==> src/rtl/mcp3008_pkg.sv <==
// rtl/mcp3008_pkg.sv - shared MCP3008 constants and responder state encoding
package mcp3008_pkg;

    localparam int MCP3008_ADDR_BITS = 4;
    localparam int MCP3008_DATA_BITS = 10;
    localparam int MCP3008_CHANNELS  = 8;

    typedef enum logic [2:0] {
        IDLE,
        WAIT_START,
        ADDR,
        NULL,
        DATA,
        TRAIL
    } responder_state_t;

endpackage

==> src/rtl/mcp3008_responder_sync_edge_detect.sv <==
// rtl/mcp3008_responder_sync_edge_detect.sv - input synchronizer with rise/fall detection
module sync_edge_detect #(
    parameter int DEPTH = 2
) (
    input  logic clk,
    input  logic rst_n,
    input  logic d_i,
    output logic level_o,
    output logic rise_o,
    output logic fall_o
);

    logic [DEPTH-1:0] sync_q;
    logic             prev_q;

    // Chain resets low so a chip select already low at reset release never looks like a fall.
    always_ff @(posedge clk or negedge rst_n) begin
        if (!rst_n) begin
            sync_q <= '0;
            prev_q <= 1'b0;
        end else begin
            sync_q <= {sync_q[DEPTH-2:0], d_i};
            prev_q <= sync_q[DEPTH-1];
        end
    end

    assign level_o = sync_q[DEPTH-1];
    assign rise_o  = sync_q[DEPTH-1] & ~prev_q;
    assign fall_o  = ~sync_q[DEPTH-1] & prev_q;

endmodule

==> src/rtl/mcp3008_responder.sv <==
// rtl/mcp3008_responder.sv - SPI slave emulating an MCP3008 ADC from a loadable sample table
module mcp3008_responder
    import mcp3008_pkg::*;
#(
    parameter int SYNC_STAGES = 2,
    parameter int DATA_BITS   = MCP3008_DATA_BITS
) (
    input  logic                 clk,
    input  logic                 rst_n,
    input  logic                 spi_cs_n,
    input  logic                 spi_clk,
    input  logic                 spi_din,
    output logic                 spi_dout,
    input  logic                 sample_valid,
    input  logic [2:0]           sample_channel,
    input  logic [DATA_BITS-1:0] sample_data,
    output logic                 conv_valid,
    output logic [2:0]           conv_channel,
    output logic                 conv_single,
    output logic                 frame_error
);

    logic cs_level, cs_fall, sclk_rise, sclk_fall, din_level;

    sync_edge_detect #(.DEPTH(SYNC_STAGES)) u_sync_cs (
        .clk(clk), .rst_n(rst_n), .d_i(spi_cs_n),
        .level_o(cs_level), .rise_o(), .fall_o(cs_fall)
    );

    sync_edge_detect #(.DEPTH(SYNC_STAGES)) u_sync_sclk (
        .clk(clk), .rst_n(rst_n), .d_i(spi_clk),
        .level_o(), .rise_o(sclk_rise), .fall_o(sclk_fall)
    );

    sync_edge_detect #(.DEPTH(SYNC_STAGES)) u_sync_din (
        .clk(clk), .rst_n(rst_n), .d_i(spi_din),
        .level_o(din_level), .rise_o(), .fall_o()
    );

    logic [DATA_BITS-1:0] table_q [MCP3008_CHANNELS];

    always_ff @(posedge clk or negedge rst_n) begin
        if (!rst_n) begin
            for (int i = 0; i < MCP3008_CHANNELS; i++) table_q[i] <= '0;
        end else if (sample_valid) begin
            table_q[sample_channel] <= sample_data;
        end
    end

    responder_state_t     state_q;
    logic [3:0]           bit_cnt_q;
    logic [2:0]           addr_q;
    logic [DATA_BITS-1:0] shift_q;
    logic                 dout_q, conv_valid_q, conv_single_q, frame_error_q;
    logic [2:0]           conv_channel_q;

    // addr_q collects {SGL, D2, D1}; D0 is taken straight from the pin on the final rise.
    always_ff @(posedge clk or negedge rst_n) begin
        if (!rst_n) begin
            state_q        <= IDLE;
            bit_cnt_q      <= '0;
            addr_q         <= '0;
            shift_q        <= '0;
            dout_q         <= 1'b0;
            conv_valid_q   <= 1'b0;
            conv_channel_q <= '0;
            conv_single_q  <= 1'b0;
            frame_error_q  <= 1'b0;
        end else begin
            conv_valid_q  <= 1'b0;
            frame_error_q <= 1'b0;
            if (cs_level) begin
                state_q   <= IDLE;
                bit_cnt_q <= '0;
                dout_q    <= 1'b0;
                if (state_q == ADDR || state_q == NULL || state_q == DATA)
                    frame_error_q <= 1'b1;
            end else begin
                case (state_q)
                    IDLE: if (cs_fall) begin
                        state_q   <= WAIT_START;
                        bit_cnt_q <= '0;
                    end
                    WAIT_START: if (sclk_rise && din_level) begin
                        state_q   <= ADDR;
                        bit_cnt_q <= '0;
                    end
                    ADDR: if (sclk_rise) begin
                        addr_q    <= {addr_q[1:0], din_level};
                        bit_cnt_q <= bit_cnt_q + 4'd1;
                        if (bit_cnt_q == 4'(MCP3008_ADDR_BITS - 1)) begin
                            shift_q        <= table_q[{addr_q[1:0], din_level}];
                            conv_valid_q   <= 1'b1;
                            conv_channel_q <= {addr_q[1:0], din_level};
                            conv_single_q  <= addr_q[2];
                            state_q        <= NULL;
                        end
                    end
                    NULL: if (sclk_fall) begin
                        dout_q    <= 1'b0;
                        bit_cnt_q <= '0;
                        state_q   <= DATA;
                    end
                    DATA: if (sclk_fall) begin
                        dout_q    <= shift_q[DATA_BITS-1];
                        shift_q   <= {shift_q[DATA_BITS-2:0], 1'b0};
                        bit_cnt_q <= bit_cnt_q + 4'd1;
                        if (bit_cnt_q == 4'(DATA_BITS - 1)) state_q <= TRAIL;
                    end
                    TRAIL: if (sclk_fall) dout_q <= 1'b0;
                    default: state_q <= IDLE;
                endcase
            end
        end
    end

    assign spi_dout     = dout_q;
    assign conv_valid   = conv_valid_q;
    assign conv_channel = conv_channel_q;
    assign conv_single  = conv_single_q;
    assign frame_error  = frame_error_q;

endmodule

==> config.mk <==
export PLATFORM = sky130hd
export DESIGN_NAME = mcp3008_responder
export DESIGN_NICKNAME = d
export VERILOG_FILES = /design/src/rtl/mcp3008_pkg.sv /design/src/rtl/mcp3008_responder_sync_edge_detect.sv /design/src/rtl/mcp3008_responder.sv
export SDC_FILE = /design/constraint.sdc
export NUM_CORES = 1
export LEC_CHECK = 0
export CAP_MARGIN = 10
export CORE_ASPECT_RATIO = 1.4
export CORE_MARGIN = 4
export CORE_UTILIZATION = 42
export DETAILED_ROUTE_END_ITERATION = 6
export PLACE_DENSITY = 0.65
export SYNTH_ARGS = -nofsm -noshare
export SYNTH_HDL_FRONTEND = slang
export SYNTH_SLANG_ARGS = --single-unit
==> constraint.sdc <==
create_clock -name clk -period 3.1 [get_ports clk]
set_clock_uncertainty 0.05 [all_clocks]
set_input_delay 0.31 -clock clk [delete_from_list [all_inputs] [get_ports clk]]
set_output_delay 0.31 -clock clk [all_outputs]
set_load 0.05 [all_outputs]
==> metrics.md, run 1 <==
| Metric | Value |
|---|---|
| Asr flop ratio synth | `between 90% and 100%` |
| Hold WC Path Type | `primary input to flip-flop` |
| Largest net degree at the start of global routing | `116` |
| Layout cell share with drive strength beyond 1 | `between 30% and 40%` |
| Area contributors post-synth | `dfrtp_1, mux2_2, mux2i_1, o22ai_1, buf_6` |
| Commonest cells post-synth | `dfrtp_1, mux2_2, mux2i_1, o22ai_1, buf_2` |
| Critical-path maximum fanout | `40` |
| Post-Route Setup TNS | `0 ns` |
| IO Pins | `26` |
| Final slew viol count | `0` |
| Cell depth of the worst setup path | `6` |
| Dpl cells | `561` |
| Prevailing post-synth register cell | `dfrtp_1` |
| PwrDens | `around 760 mW/mm^2` |
| DRT iter0 DRCs | `118` |
| Remaining Overflow, GRT | `0` |
| Root buffer cell | `clkbuf_16` |
| Post-synth EDFFs | `0` |
| Final number of hold-violating endpoints | `0` |
| Max capacitance violation total | `0` |
| Highest Clock Rate | `roughly 500 MHz` |
| Hold Path Origin | `spi_clk` |
| Status | `completed` |
| Reg2reg start | `addr_q[1]` |
| Number of vias per cell | `about 5.5` |
| Die Ht | `142 um` |
| Die Footprint | `0.0147 sq mm` |
| Rel. slew slack | `between 50% and 60%` |
| Ant diodes | `0` |
| Final ANT Viol Nets | `0` |
| Final HPWL DP | `between 6000 and 7000 um` |
| Final #Nets | `452` |
| All-layer global routing usage | `roughly 16%` |
| Cell row count | `48` |
| Die Wd | `just over 100 um` |
| Unrepaired setup endpoints after global routing | `no` |
| Clk slew on worst S/H paths | `~0.06 ns` |
| Min cycle time layout | `2.01 ns` |
| Post-Synthesis Cells | `roughly 400` |
| CP max-delay cell | `buf_4` |
| Via count | `roughly 3300` |
| Drc violations | `0` |
| Setup violations, final | `0` |
| Largest area contributor in the netlist | `dfrtp_1` |
| Area delta synth->final | `17.2%` |
| IO buf count | `25` |
| Vias in the first global route | `3570` |
| Max Buffers Root-to-Sink | `2` |
| Cell Area, Synth | `0.00538 sq mm` |
| Routability Congestion | `~0.77` |
| Hold path cells | `1` |
| Final period utilization | `roughly 65%` |
| CTS H-tree depth | `4` |
| Pleak | `2.60 nW` |
| Core area | `about 0.012 sq mm` |
| Worst skew pair latency | `~0.4 ns` |
| Critical path launch point type | `flip-flop` |
| Yosys cell types | `approximately 50` |
| Seq/Total Area, Yosys | `a little over half` |
| CTS buffer count | `17` |
| Worst VDD drop | `approximately 0.43 mV` |
| TritonCTS clock tree | `built` |
| Non-filler cells, final | `between 500 and 600` |
| R2R depth | `6` |
| Crit path launch | `addr_q[1]` |
| Crit path buf inv count | `1` |
| First-pass detailed-route iteration total | `4` |
| Worst setup path category | `flip-flop to flip-flop` |
| YS warnings | `0` |
| CP Data Required Time | `3.34 ns` |
| Starting Density | `between 40% and 50%` |
| Final wirelength | `roughly 11000 um` |
| CP Cell Sequence | `buf_4 > mux2i_1 > o22ai_1 > or3_1 > o21ai_0 > o21ai_1` |
| Antenna violations before repair | `0` |
| Post-CTS Setup Bufs | `0` |
| CP endpoint kind | `flip-flop` |
| Routed wire length per instance | `between 15 and 20 um` |
| Post-Syn Nets | `approximately 430` |
| Top-count cell post-synth | `dfrtp_1` |
| Worst Tran Pin Value | `0.678 ns` |
| Global-route wire length before repair | `18200 um` |
| Post-Syn Area per Cell | `about 13 sq um` |
| Yosys reg bits | `115` |
| Crit path DAT | `2.24 ns` |
| Synth top area share | `a little over half` |
| Family with the most delay on the worst path | `buffers and inverters` |
| Clk sinks | `115` |
| Critical path's largest stage delay | `roughly 0.53 ns` |
layer usage:
layer  vias to the layer above  GRT usage (%)  share of wire [%]
met4                         0           7.14                2.3
met1                      1664           18.0                 42
met2                        57           28.3                 53
met3                        18           4.32                3.0
met5                         -              0                  0
li1                       1550              -                  -
area by class of cell:
cell class,instances,area [sq um]
Sequential cell,115,2880
Clock inverter,15,171
Fill cell,1050,6130
Inverter,3,11.3
Clock buffer,17,425
Timing Repair Buffer,33,323
Multi-Input combinational cell,261,2310
Tap cell,150,188
final timing paths:
check                                   endpoint  slack, ns
setup / recovery                      shift_q[8]       1.09
hold / removal             u_sync_sclk.sync_q[0]       0.29
setup reg to reg                      shift_q[8]       1.09
hold reg to reg             u_sync_din.sync_q[1]       0.31
max in group asynchronous             table_q[0]       2.09
min in group asynchronous              addr_q[2]       0.46
flip-flops by register name, summed over array words and instances, names as in the netlist, 2 cells and up:
signal              count
addr_q                  3
u_sync_din.sync_q       2
bit_cnt_q               4
conv_channel            3
table_q                80
state_q                 3
u_sync_sclk.sync_q      2
shift_q                10
u_sync_cs.sync_q        2
power by group:
part / internal [mW] / total, mW / switching, mW / leakage, nW
combinational: 0.469 / 0.882 / 0.413 / 0.882
sequential: 1.76 / 1.95 / 0.186 / 1.43
clock: 1.20 / 1.95 / 0.748 / 0.292
worst register-to-register path, cell delays in order (launching register included):
cell and delay (ns):
dfrtp_2 0.33, buf_4 0.53, mux2i_1 0.32, o22ai_1 0.10
or3_1 0.40, o21ai_0 0.09, o21ai_1 0.07
placed cells by master (no fill, tap or decap), types with 3 or more instances in the layout:
cell	n
nand4b_1	3
nand3_1	4
mux2_2	86
nor2_1	7
inv_6	6
nand2b_1	7
clkdlybuf4s50_1	24
nand2_2	5
dfrtp_1	114
mux2i_1	38
o22ai_1	19
nand2_1	11
o21ai_1	10
a21oi_1	6
buf_4	7
or3_1	9
o21ai_2	5
inv_1	3
o21ai_0	11
clkinv_4	4
nor3b_1	3
clkbuf_16	17
what timing repair did:
| action | CTS | global route |
|---|---|---|
| hold endpoints to repair | 115 | 0 |
| resized for setup | 0 | 0 |
| hold buffers | 1 | 0 |
| setup endpoints to repair | 0 | 0 |
metrics by stage:
step                      instance area (sq um)  power, mW  setup WS, ns  utilization, %  hold WS [ns]
after floorplan                            5380       2.65          1.43               -       -0.0356
after global placement                     5700       2.82         0.835            45.8         0.289
after detailed placement                   5700       2.87         0.759            45.8         0.285
after CTS                                  6300       4.84          1.06            50.7         0.282
after global routing                       6300       5.04         0.958            50.7         0.272
final                                      6300       4.78          1.09            50.7         0.293
cells by family (layout without fill, tap and decap cells):
kind of cell             after synthesis  in the layout  synth area share, %
AO/OA/AOI/OAI                         62             62                 7.63
adder cells (fa/ha/maj)                2              2                0.465
buffers and inverters                 28             68                 3.58
flip-flops                           115            115                 53.5
multiplexers                         128            128                 26.3
AND/OR/NAND/NOR                       69             69                 8.47
No activity file was read; power rests on OpenSTA's default activity.
==> inputs of run 2 (changes only) <==
==> constraint.sdc (replaced) <==
create_clock -name clk -period 1.95 [get_ports clk]
set_clock_uncertainty 0.05 [all_clocks]
set_input_delay 0.195 -clock clk [delete_from_list [all_inputs] [get_ports clk]]
set_output_delay 0.195 -clock clk [all_outputs]
set_load 0.05 [all_outputs]
==> metrics.md, run 2 (same netlist as run 1, synthesis figures left out) <==
| Metric | Value |
|---|---|
| Final period utilization | `94.0%` |
| Max Buffers Root-to-Sink | `2` |
| Clk sinks | `approximately 120` |
| TritonCTS clock tree | `built` |
| Sw Ratio | `~27%` |
| Final HPWL DP | `just under 8000 um` |
| DRT iter0 DRCs | `124` |
| Crit path DAT | `approximately 1.6 ns` |
| Cell row count | `48` |
| IO Pins | `26` |
| R2r setup slk | `roughly 0.15 ns` |
| Highest Clock Rate | `roughly 550 MHz` |
| Critical-path maximum fanout | `2` |
| CP endpoint | `conv_single` |
| Commonest cells after routing, fill and taps aside | `dfrtp_1, mux2_2, mux2i_1` |
| Crit path launch | `conv_single` |
| Setup violations, final | `0` |
| Rel. slew slack | `66.2%` |
| Die Ht | `about 140 um` |
| All-layer global routing usage | `around 16%` |
| Critical path's largest stage delay | `approximately 0.81 ns` |
| Area delta synth->final | `22.6%` |
| Status | `completed` |
| FF-to-FF End | `bit_cnt_q[0]` |
| Cell depth of the worst setup path | `1` |
| Worst skew pair latency | `approximately 0.41 ns` |
| Drc violations | `0` |
| First-pass detailed-route iteration total | `5` |
| CP Cell Sequence | `clkdlybuf4s50_1` |
| Remaining Overflow, GRT | `0` |
| Crit path buf inv count | `1` |
| Largest register FFs | `80` |
| Worst Tran Pin Value | `approximately 0.51 ns` |
| R2R depth | `5` |
| Pleak | `2.76 nW` |
| Sw power | `~2.1 mW` |
| Family with the most delay on the worst path | `buffers and inverters` |
| Largest net degree at the start of global routing | `47` |
| Min Hold Slack | `~0.18 ns` |
| Clk slew on worst S/H paths | `approximately 0.05 ns` |
| Via count | `3443` |
| Max capacitance violation total | `0` |
| Reg2reg start | `state_q[0]` |
| Final ANT Viol Nets | `0` |
| Fill cell count | `about 1100` |
| Ant diodes | `0` |
| Internal Power | `about 5.7 mW` |
| Sequential fraction of design power | `39.4%` |
| Starting Density | `43.3%` |
| CP max-delay cell | `clkdlybuf4s50_1` |
| Routability Congestion | `0.800` |
| Core area | `between 0.01 and 0.015 sq mm` |
| Root buffer cell | `clkbuf_16` |
| CP Data Required Time | `1.70 ns` |
| IO buf count | `25` |
| Unrepaired setup endpoints after global routing | `no` |
| Final #Nets | `slightly below 500` |
| Utilization after layout | `between 50% and 60%` |
| Routed wire length per instance | `17.7 um` |
| Layout cell share with drive strength beyond 1 | `between 30% and 40%` |
| Clk network pwr share | `40.8%` |
| CTS buffer count | `17` |
| Area after DPL | `about 0.006 sq mm` |
| PwrDens | `between 1000 and 1500 mW/mm^2` |
| Final number of hold-violating endpoints | `0` |
| Number of vias per cell | `about 5.5` |
| Hold WC Path Type | `primary input to flip-flop` |
| Critical path launch point type | `flip-flop` |
| Worst setup path category | `flip-flop to output pin` |
| Antenna violations before repair | `0` |
| Design area | `between 0.006 and 0.007 sq mm` |
| Final slew viol count | `0` |
| Largest Register | `table_q` |
| Die Footprint | `0.0147 sq mm` |
| Final wirelength | `about 11000 um` |
| CTS H-tree depth | `4` |
| Worst VDD drop | `a little over 0.6 mV` |
| Multi-input gate area | `0.00231 sq mm` |
| Register area | `0.00288 sq mm` |
| Global-route wire length before repair | `18700 um` |
| Min cycle time layout | `approximately 1.8 ns` |
| Most common cell after layout, fill and taps aside | `dfrtp_1` |
| Logic pwr share | `between 15 and 20%` |
| Setup slack after layout | `~0.12 ns` |
| Setup WS pre-CTS | `-0.0326 ns` |
| Top flop regs | `table_q x80, shift_q x10, bit_cnt_q x4` |
| Vias in the first global route | `approximately 3600` |
| CP endpoint kind | `output pin` |
| Die Wd | `just over 100 um` |
==> run 2: changes by cell type in the layout (fill, tap and decap cells not counted), moves of 2 or more <==
cell        before  now
clkinvlp_4       1    3
buf_12           1    5
buf_4            7   32
inv_6            6    3
==> run 2: how the worst min path moves through the flow <==
| stage | from | depth (start not counted) | slack, ns | end |
|---|---|---|---|---|
| 2_1_floorplan | rst_n | 0 | -0.15 | addr_q[0] |
| 5_1_grt | spi_cs_n | 1 | 0.17 | u_sync_cs.sync_q[0] |
| 4_1_cts | spi_din | 1 | 0.17 | u_sync_din.sync_q[0] |
| 3_3_place_gp | rst_n | 1 | 0.14 | shift_q[4] |
| 6_report | spi_cs_n | 1 | 0.18 | u_sync_cs.sync_q[0] |
| 3_5_place_dp | rst_n | 1 | 0.15 | table_q[36] |
==> run 2: metal layers <==
metal / up-vias / global-route usage (%) / share of wire, %
li1: 1597 / - / -
met1: 1778 / 19.2 / 42
met2: 56 / 28.5 / 54
met3: 12 / 3.91 / 3.0
met4: 0 / 5.67 / 1.2
met5: - / 0 / 0
==> run 2: metrics by stage <==
stage	cells	TNS [ns]	power, mW
after global placement	590	0	4.63
after CTS	623	0	7.91
after global routing	623	0	8.20
after floorplan	404	0	4.22
after detailed placement	590	-0.0483	4.68
final	623	0	7.83
==> run 2: timing repair <==
action	CTS	global route
hold buffers	1	0
endpoints found under the hold margin	33	0
setup endpoints to repair	3	0
setup buffers	0	0
resized for setup	1	0
==> run 2: layout make-up <==
class                   instances  share of cell area, %
multi-input cells             261                   35.0
repair buffers                 62                   8.95
clock inverters                14                   2.71
inverters                       3                  0.171
clock buffers                  18                   6.66
flip-flops and latches        115                   43.7
well taps                     150                   2.85
==> run 2: power groups by stage <==
stage                     clock [mW]  combinational [mW]  sequential (mW)
after floorplan                    0                1.22             3.00
after global placement             0                1.53             3.09
after detailed placement           0                1.57             3.12
after CTS                       3.25                1.58             3.08
after global routing            3.36                1.71             3.13
final                           3.19                1.55             3.08
